[src/rtl/lcd_pkg.sv]
// Shared constants, state encoding and helpers for the LCD text responder.
package lcd_pkg;

  localparam int LINE_LEN  = 16;
  localparam int BUF_DEPTH = 32;

  localparam logic [7:0] CMD_FUNC_SET = 8'h28;
  localparam logic [7:0] CMD_ENTRY    = 8'h06;
  localparam logic [7:0] CMD_DISP_ON  = 8'h0C;
  localparam logic [7:0] CMD_CLEAR    = 8'h01;
  localparam logic [7:0] CMD_LINE1    = 8'h80;
  localparam logic [7:0] CMD_LINE2    = 8'hC0;
  localparam logic [7:0] CHAR_SPACE   = 8'h20;

  // Post-transfer wait selection handed to the nibble writer.
  localparam logic [1:0] POST_LONG  = 2'd0;
  localparam logic [1:0] POST_SHORT = 2'd1;
  localparam logic [1:0] POST_CMD   = 2'd2;
  localparam logic [1:0] POST_CLEAR = 2'd3;

  typedef enum logic [2:0] {
    S_POWERUP,
    S_INIT,
    S_CFG,
    S_ADDR1,
    S_LINE1,
    S_ADDR2,
    S_LINE2
  } main_state_e;

  // Configuration command issued at each step of S_CFG.
  function automatic logic [7:0] cfg_byte(input logic [1:0] step);
    case (step)
      2'd0:    cfg_byte = CMD_FUNC_SET;
      2'd1:    cfg_byte = CMD_ENTRY;
      2'd2:    cfg_byte = CMD_DISP_ON;
      default: cfg_byte = CMD_CLEAR;
    endcase
  endfunction

endpackage

[src/rtl/lcd_nibble_writer.sv]
// Drives one nibble or one byte (two nibbles) onto the 4-bit LCD bus with
// setup, enable pulse, hold, inter-nibble gap and a selectable post wait.
module lcd_nibble_writer
  import lcd_pkg::*;
#(
  parameter int T_INIT_LONG  = 205000,
  parameter int T_INIT_SHORT = 5000,
  parameter int T_CMD        = 2000,
  parameter int T_CLEAR      = 82000,
  parameter int T_E          = 12,
  parameter int T_SETUP      = 2,
  parameter int T_NIB_GAP    = 50
) (
  input  logic       clk,
  input  logic       rst_n,
  input  logic       start,
  input  logic       byte_mode,
  input  logic       rs,
  input  logic [7:0] value,
  input  logic [1:0] post_sel,
  output logic       busy,
  output logic [3:0] sf_d,
  output logic       lcd_e,
  output logic       lcd_rs
);

  typedef enum logic [2:0] {W_IDLE, W_SETUP, W_EHIGH, W_HOLD, W_GAP, W_POST} wr_state_e;

  wr_state_e   state_q, state_d;
  logic [31:0] cnt_q, cnt_d;
  logic [31:0] post_cnt;
  logic [3:0]  lo_q, lo_d;
  logic        pend_q, pend_d;
  logic [1:0]  post_q, post_d;
  logic [3:0]  sf_d_q, sf_d_d;
  logic        e_q, e_d;
  logic        rs_q, rs_d;

  // Reload value for the wait that follows the last nibble.
  always_comb begin
    case (post_q)
      POST_LONG:  post_cnt = 32'(T_INIT_LONG - 1);
      POST_SHORT: post_cnt = 32'(T_INIT_SHORT - 1);
      POST_CMD:   post_cnt = 32'(T_CMD - 1);
      default:    post_cnt = 32'(T_CLEAR - 1);
    endcase
  end

  // Transfer sequencer; every counter runs down to zero and then moves on.
  always_comb begin
    state_d = state_q;
    cnt_d   = cnt_q;
    lo_d    = lo_q;
    pend_d  = pend_q;
    post_d  = post_q;
    sf_d_d  = sf_d_q;
    e_d     = e_q;
    rs_d    = rs_q;
    case (state_q)
      W_IDLE: if (start) begin
        rs_d    = rs;
        post_d  = post_sel;
        lo_d    = value[3:0];
        pend_d  = byte_mode;
        sf_d_d  = byte_mode ? value[7:4] : value[3:0];
        cnt_d   = 32'(T_SETUP - 1);
        state_d = W_SETUP;
      end
      W_SETUP: if (cnt_q == '0) begin
        e_d     = 1'b1;
        cnt_d   = 32'(T_E - 1);
        state_d = W_EHIGH;
      end else cnt_d = cnt_q - 32'd1;
      W_EHIGH: if (cnt_q == '0) begin
        e_d     = 1'b0;
        state_d = W_HOLD;
      end else cnt_d = cnt_q - 32'd1;
      // Data and RS stay put for this one cycle with lcd_e low.
      W_HOLD: if (pend_q) begin
        pend_d  = 1'b0;
        cnt_d   = 32'(T_NIB_GAP - 1);
        state_d = W_GAP;
      end else begin
        cnt_d   = post_cnt;
        state_d = W_POST;
      end
      W_GAP: if (cnt_q == '0) begin
        sf_d_d  = lo_q;
        cnt_d   = 32'(T_SETUP - 1);
        state_d = W_SETUP;
      end else cnt_d = cnt_q - 32'd1;
      W_POST: if (cnt_q == '0) state_d = W_IDLE;
              else cnt_d = cnt_q - 32'd1;
      default: state_d = W_IDLE;
    endcase
  end

  // Registered bus outputs; reset drops lcd_e immediately.
  always_ff @(posedge clk or negedge rst_n) begin
    if (!rst_n) begin
      state_q <= W_IDLE;
      cnt_q   <= '0;
      lo_q    <= '0;
      pend_q  <= 1'b0;
      post_q  <= POST_CMD;
      sf_d_q  <= '0;
      e_q     <= 1'b0;
      rs_q    <= 1'b0;
    end else begin
      state_q <= state_d;
      cnt_q   <= cnt_d;
      lo_q    <= lo_d;
      pend_q  <= pend_d;
      post_q  <= post_d;
      sf_d_q  <= sf_d_d;
      e_q     <= e_d;
      rs_q    <= rs_d;
    end
  end

  assign busy   = (state_q != W_IDLE);
  assign sf_d   = sf_d_q;
  assign lcd_e  = e_q;
  assign lcd_rs = rs_q;

endmodule

[src/rtl/lcd_text_responder.sv]
// Character buffer with a host write/read port and a free-running refresh
// engine that initialises an HD44780 panel and then streams both lines.
module lcd_text_responder
  import lcd_pkg::*;
#(
  parameter int T_POWERUP    = 750000,
  parameter int T_INIT_LONG  = 205000,
  parameter int T_INIT_SHORT = 5000,
  parameter int T_CMD        = 2000,
  parameter int T_CLEAR      = 82000,
  parameter int T_E          = 12,
  parameter int T_SETUP      = 2,
  parameter int T_NIB_GAP    = 50
) (
  input  logic       clk,
  input  logic       rst_n,
  input  logic       write_enable,
  input  logic [4:0] location,
  input  logic [7:0] data,
  output logic [7:0] read_data,
  output logic       ready,
  output logic [3:0] sf_d,
  output logic       lcd_e,
  output logic       lcd_rs,
  output logic       lcd_rw
);

  logic [BUF_DEPTH-1:0][7:0] buf_q, buf_d;

  main_state_e state_q, state_d;
  logic [1:0]  step_q, step_d;
  logic [3:0]  idx_q, idx_d;
  logic        launched_q, launched_d;
  logic        start_q, start_d;
  logic        bmode_q, bmode_d;
  logic        nrs_q, nrs_d;
  logic [7:0]  val_q, val_d;
  logic [1:0]  post_q, post_d;
  logic [31:0] wait_q, wait_d;
  logic        ready_q, ready_d;
  logic        item_done;
  logic        wr_busy;

  // Host writes land unconditionally, whatever the refresh engine is doing.
  always_comb begin
    buf_d = buf_q;
    if (write_enable) buf_d[location] = data;
  end

  // Buffer storage, cleared to spaces on reset.
  always_ff @(posedge clk or negedge rst_n) begin
    if (!rst_n) buf_q <= {BUF_DEPTH{CHAR_SPACE}};
    else        buf_q <= buf_d;
  end

  assign read_data = buf_q[location];

  // Sequencer: launch one item, wait for the writer to finish, advance.
  // The refresh character is sampled from the buffer at launch time.
  always_comb begin
    state_d    = state_q;
    step_d     = step_q;
    idx_d      = idx_q;
    launched_d = launched_q;
    start_d    = 1'b0;
    bmode_d    = bmode_q;
    nrs_d      = nrs_q;
    val_d      = val_q;
    post_d     = post_q;
    wait_d     = wait_q;
    ready_d    = ready_q;
    // start_q is still in flight for one cycle before busy rises
    item_done  = launched_q && !start_q && !wr_busy;
    if (state_q == S_POWERUP) begin
      if (!launched_q) begin
        wait_d     = 32'(T_POWERUP - 1);
        launched_d = 1'b1;
      end else if (wait_q == '0) begin
        launched_d = 1'b0;
        step_d     = 2'd0;
        state_d    = S_INIT;
      end else wait_d = wait_q - 32'd1;
    end else if (!launched_q) begin
      if (!wr_busy) begin
        start_d    = 1'b1;
        launched_d = 1'b1;
        bmode_d    = 1'b1;
        nrs_d      = 1'b0;
        post_d     = POST_CMD;
        case (state_q)
          S_INIT: begin
            bmode_d = 1'b0;
            val_d   = {4'h0, (step_q == 2'd3) ? 4'h2 : 4'h3};
            if (step_q == 2'd0)      post_d = POST_LONG;
            else if (step_q == 2'd1) post_d = POST_SHORT;
          end
          S_CFG: begin
            val_d = cfg_byte(step_q);
            if (step_q == 2'd3) post_d = POST_CLEAR;
          end
          S_ADDR1: val_d = CMD_LINE1;
          S_ADDR2: val_d = CMD_LINE2;
          S_LINE1: begin nrs_d = 1'b1; val_d = buf_q[{1'b0, idx_q}]; end
          S_LINE2: begin nrs_d = 1'b1; val_d = buf_q[{1'b1, idx_q}]; end
          default: ;
        endcase
      end
    end else if (item_done) begin
      launched_d = 1'b0;
      case (state_q)
        S_INIT: if (step_q == 2'd3) begin step_d = 2'd0; state_d = S_CFG; end
                else step_d = step_q + 2'd1;
        S_CFG: if (step_q == 2'd3) begin
          step_d  = 2'd0;
          ready_d = 1'b1;
          state_d = S_ADDR1;
        end else step_d = step_q + 2'd1;
        S_ADDR1: state_d = S_LINE1;
        S_LINE1: begin
          idx_d = idx_q + 4'd1;
          if (idx_q == 4'(LINE_LEN - 1)) state_d = S_ADDR2;
        end
        S_ADDR2: state_d = S_LINE2;
        S_LINE2: begin
          idx_d = idx_q + 4'd1;
          if (idx_q == 4'(LINE_LEN - 1)) state_d = S_ADDR1;
        end
        default: state_d = S_POWERUP;
      endcase
    end
  end

  // Main FSM registers; reset restarts the whole init sequence.
  always_ff @(posedge clk or negedge rst_n) begin
    if (!rst_n) begin
      state_q    <= S_POWERUP;
      step_q     <= '0;
      idx_q      <= '0;
      launched_q <= 1'b0;
      start_q    <= 1'b0;
      bmode_q    <= 1'b0;
      nrs_q      <= 1'b0;
      val_q      <= '0;
      post_q     <= POST_CMD;
      wait_q     <= '0;
      ready_q    <= 1'b0;
    end else begin
      state_q    <= state_d;
      step_q     <= step_d;
      idx_q      <= idx_d;
      launched_q <= launched_d;
      start_q    <= start_d;
      bmode_q    <= bmode_d;
      nrs_q      <= nrs_d;
      val_q      <= val_d;
      post_q     <= post_d;
      wait_q     <= wait_d;
      ready_q    <= ready_d;
    end
  end

  lcd_nibble_writer #(
    .T_INIT_LONG (T_INIT_LONG),
    .T_INIT_SHORT(T_INIT_SHORT),
    .T_CMD       (T_CMD),
    .T_CLEAR     (T_CLEAR),
    .T_E         (T_E),
    .T_SETUP     (T_SETUP),
    .T_NIB_GAP   (T_NIB_GAP)
  ) u_writer (
    .clk      (clk),
    .rst_n    (rst_n),
    .start    (start_q),
    .byte_mode(bmode_q),
    .rs       (nrs_q),
    .value    (val_q),
    .post_sel (post_q),
    .busy     (wr_busy),
    .sf_d     (sf_d),
    .lcd_e    (lcd_e),
    .lcd_rs   (lcd_rs)
  );

  assign ready  = ready_q;
  assign lcd_rw = 1'b0;

endmodule

[config.mk]
export PLATFORM = sky130hd
export DESIGN_NAME = lcd_text_responder
export DESIGN_NICKNAME = d
export VERILOG_FILES = /design/src/rtl/lcd_pkg.sv /design/src/rtl/lcd_nibble_writer.sv /design/src/rtl/lcd_text_responder.sv
export SDC_FILE = /design/constraint.sdc
export NUM_CORES = 1
export LEC_CHECK = 0
export CAP_MARGIN = 10
export CELL_PAD_IN_SITES_DETAIL_PLACEMENT = 1
export CELL_PAD_IN_SITES_GLOBAL_PLACEMENT = 2
export CORE_ASPECT_RATIO = 1.75
export CORE_UTILIZATION = 40
export CTS_CLUSTER_SIZE = 14
export DETAILED_ROUTE_END_ITERATION = 7
export PLACE_DENSITY = 0.78
export SYNTH_ARGS = -nofsm -noshare
export SYNTH_HDL_FRONTEND = slang
export SYNTH_HIERARCHICAL = 1
export SYNTH_SLANG_ARGS = --single-unit
[constraint.sdc]
create_clock -name clk -period 5.5 [get_ports clk]
set_input_delay 1.1 -clock clk [delete_from_list [all_inputs] [get_ports clk]]
set_output_delay 1.1 -clock clk [all_outputs]
set_load 0.005 [all_outputs]
==> metrics <==
multi-input combinational cell area=10130 um^2; Crit Path Max Fanout=14; Synthesized Nets=between 1500 and 2000; Pwr Density=323.9 nW/um^2; Max Slew Vio Count=0; sequential area share after synthesis=45.93%; CTS max path bufs=3; Final Setup Violations=0; CTS Hold Bufs=0; filler cell count=between 4000 and 5000; max incr delay on CP=0.77 ns; minimum clock period=4.644 ns; Total Wirelength=a little under 60000 um; crit path kind=input pin to primary output; clk slew on worst S/H paths=0.06 ns; DP HPWL=42500 um; Max Cap Viol=0; core area=slightly below 50000 um^2; crit path launch type=input pin; Final nets=1589; Min-Delay Path Class=register to register; 1st-pass router iterations=4; Post-CTS Resized=0; Main synth FF type=dfrtp_1; setup TNS=0 ns; Final Hold Fails=0; Routed Antenna Nets=0; initial antenna violation count=0; Syn-to-layout area delta=11.49%; H-tree depth=2; Total Routing Usage GR=24.29%; number of synthesized flops with an enable pin=0; Clock Latency Late Sink=0.55 ns; Post-Syn Area=19710 um^2; Max-slew headroom=about 15%; Worst Path Arrival=3.54 ns; Synth warnings=6; routed vias/inst=6.111; Mapped Cells=1562; initial core utilization=around two fifths; first-pass GRT wire length=92250 um; Setup Fix Bufs, Post-CTS=0; CP cell instances=clkdlybuf4s50_1 > nand3b_1 > nor2b_1 > a21oi_1 > nand4_1 > clkdlybuf4s50_1; Setup crit end kind=primary output; largest net degree at the start of global routing=about 110; Total Die Area=50190 um^2; Mapped Avg Cell Area=12.62 um^2; synth unique cells=80; Crit Reg-Reg Startpoint=u_writer/cnt_q[10]$_DFFE_PN0P_; sinks on the clock net=360; Port Buf Inserts=30; total CTS buffers=38; fmax=between 200 and 250 MHz; gpl congestion=0.8756; die height=295.6 um; dpl ws=0.8706 ns; share of cells above drive strength 1=35.22%; Slowest-stage cell, CP=clkdlybuf4s50_1; Final WS setup=0.8563 ns; ANT cells=0; vias in the first global route=~15000; fraction of registers with async set/reset=100.0%; WP data required=around 4.4 ns; CP Launch Point=location[4]; cell seen most often among critical-path stages=clkdlybuf4s50_1; Root Driver=clkbuf_16; RSZ-0062 raised after global routing=false; worst-margin pin slew=1.278 ns; Top Ports=32; DRT iter0 DRCs=757; VDD IR max=around 0.28 mV; Die X=~170 um; routed len/inst=26.24 um; outcome=finished, final reports clean; DRC=0; storage element area=9057 um^2; CTS tree=done; grt ovf=0; Setup Skew=around 0.029 ns; row count=107; leakage=8.951 nW; Period Utilization, post-route=84.43%; Via Count=about 14000; hold path startpoint=u_writer/cnt_q[11]$_DFFE_PN0P_; Yosys reg bits=360
-- metrics by stage --
| stage | hold WS [ns] | cells | util (%) | instance area (um^2) | power, W |
|---|---|---|---|---|---|
| 5_1_grt | 0.5263 | 2241 | 45.20 | 21970 | 0.007384 |
| 3_3_place_gp | 0.4749 | 2173 | 42.56 | 20680 | 0.004391 |
| 2_1_floorplan | 0.4444 | 1562 | - | 19710 | 0.004013 |
| 3_5_place_dp | 0.4971 | 2173 | 42.56 | 20680 | 0.004444 |
| 6_report | 0.4995 | 2241 | 45.20 | 21970 | 0.007116 |
| 4_1_cts | 0.5074 | 2241 | 45.20 | 21970 | 0.007185 |
-- final timing paths --
check / end / depth (start not counted) / slack, ns
setup / recovery: read_data[5] / 6 / 0.86
min in group asynchronous: wait_q[14]$_DFFE_PN0P_ / 1 / 0.56
max in group asynchronous: u_writer/state_q[1]$_DFFE_PN0P_ / 2 / 3.63
hold reg to reg: u_writer/cnt_q[11]$_DFFE_PN0P_ / 1 / 0.50
setup reg to reg: u_writer/cnt_q[4]$_DFFE_PN0P_ / 6 / 2.05
hold / removal: u_writer/cnt_q[11]$_DFFE_PN0P_ / 1 / 0.50
-- routing by layer --
metal	part of all wire (%)	wire length, um	vias up	track usage [%]
li1	-	-	5987	-
met1	37	21540	7264	26.96
met2	55	32160	312	45.41
met3	2.6	1556	132	2.255
met4	6.0	3534	0	12.90
met5	0	0	-	0
-- power breakdown --
group | switching [W] | internal (W)
sequential | 0.000346 | 0.00305
combinational | 0.000373 | 0.000631
clock | 0.00112 | 0.00159
total | 0.00184 | 0.00527
-- layout make-up --
class | count | area share (%)
clock buffer | 48 | 4.778
clock inverter | 20 | 1.076
inverter | 17 | 0.2905
multi-input combinational | 1077 | 46.12
sequential | 360 | 41.23
tap | 654 | 3.725
timing repair buffer | 65 | 2.779
-- synth_stat cells, drive strengths merged, types with 6 or more instances --
cell    number  area (um^2)
mux4       129         2905
nor2b       14        87.58
nor3        40        215.2
dfrtp      326         8158
or4         18        138.9
nand3b       8        60.06
mux2i       24        240.2
mux2       267         3007
o31ai       13        102.6
o211ai       9        72.57
dfstp       34        893.4
nor2        93        351.6
xnor2        8        70.07
buf         36        186.4
a31oi       14        87.58
nand4       22        137.6
o21ai       53        265.3
nand2b       9        56.30
or2          8        50.05
or3         32        200.2
a21oi       55        279.0
clkbuf      72        271.5
nand3       25        125.1
nor3b        6        55.05
inv         16        60.06
nand2       76        287.8
nor4        17        136.4
xor2        11        96.34
a22oi       31        232.7
ha          14        175.2
-- state kept, by name, indices dropped and copies added (netlist names) --
register	count
bmode_q	1
ready	1
u_writer/state_q	3
post_q	2
step_q	2
launched_q	1
u_writer/sf_d	4
buf_q	256
wait_q	32
nrs_q	1
u_writer/lcd_e	1
u_writer/lo_q	4
val_q	8
start_q	1
u_writer/cnt_q	32
idx_q	4
u_writer/pend_q	1
u_writer/post_q	2
u_writer/lcd_rs	1
state_q	3
-- worst max-delay path: cells and delay by family --
kind / cells / cell delay (ns)
and+or+nand+nor: 3 / 1.06
buffers and inverters: 2 / 1.30
AOI/OAI and AO/OA: 1 / 0.07
-- placed cells by master, fill, tap and decap left out, types with 14 or more instances in the layout --
cell type,n
nand3_1,25
or4_1,17
clkbuf_16,39
a22oi_1,31
mux2i_1,24
o21ai_0,53
nand2_1,75
dfrtp_1,323
a21oi_1,54
nand4_1,22
clkdlybuf4s50_1,27
nor4_1,15
mux2_2,262
or3_1,32
dfstp_2,34
buf_4,32
ha_1,14
nor3_1,37
inv_1,16
nor2b_1,14
a31oi_1,14
mux4_2,129
nor2_1,92
-- kinds of logic after synthesis --
logic type / after synthesis / synth area share [%]
and+or+nand+nor: 390 / 10.53
DFF: 360 / 45.93
other: 1 / 0.01903
buffers and inverters: 125 / 2.648
xor gates and xnor gates: 19 / 0.8445
AOI/OAI and AO/OA: 233 / 7.912
muxes: 420 / 31.22
adders and majority gates: 14 / 0.8890
No activity file was read; power rests on OpenSTA's default activity.
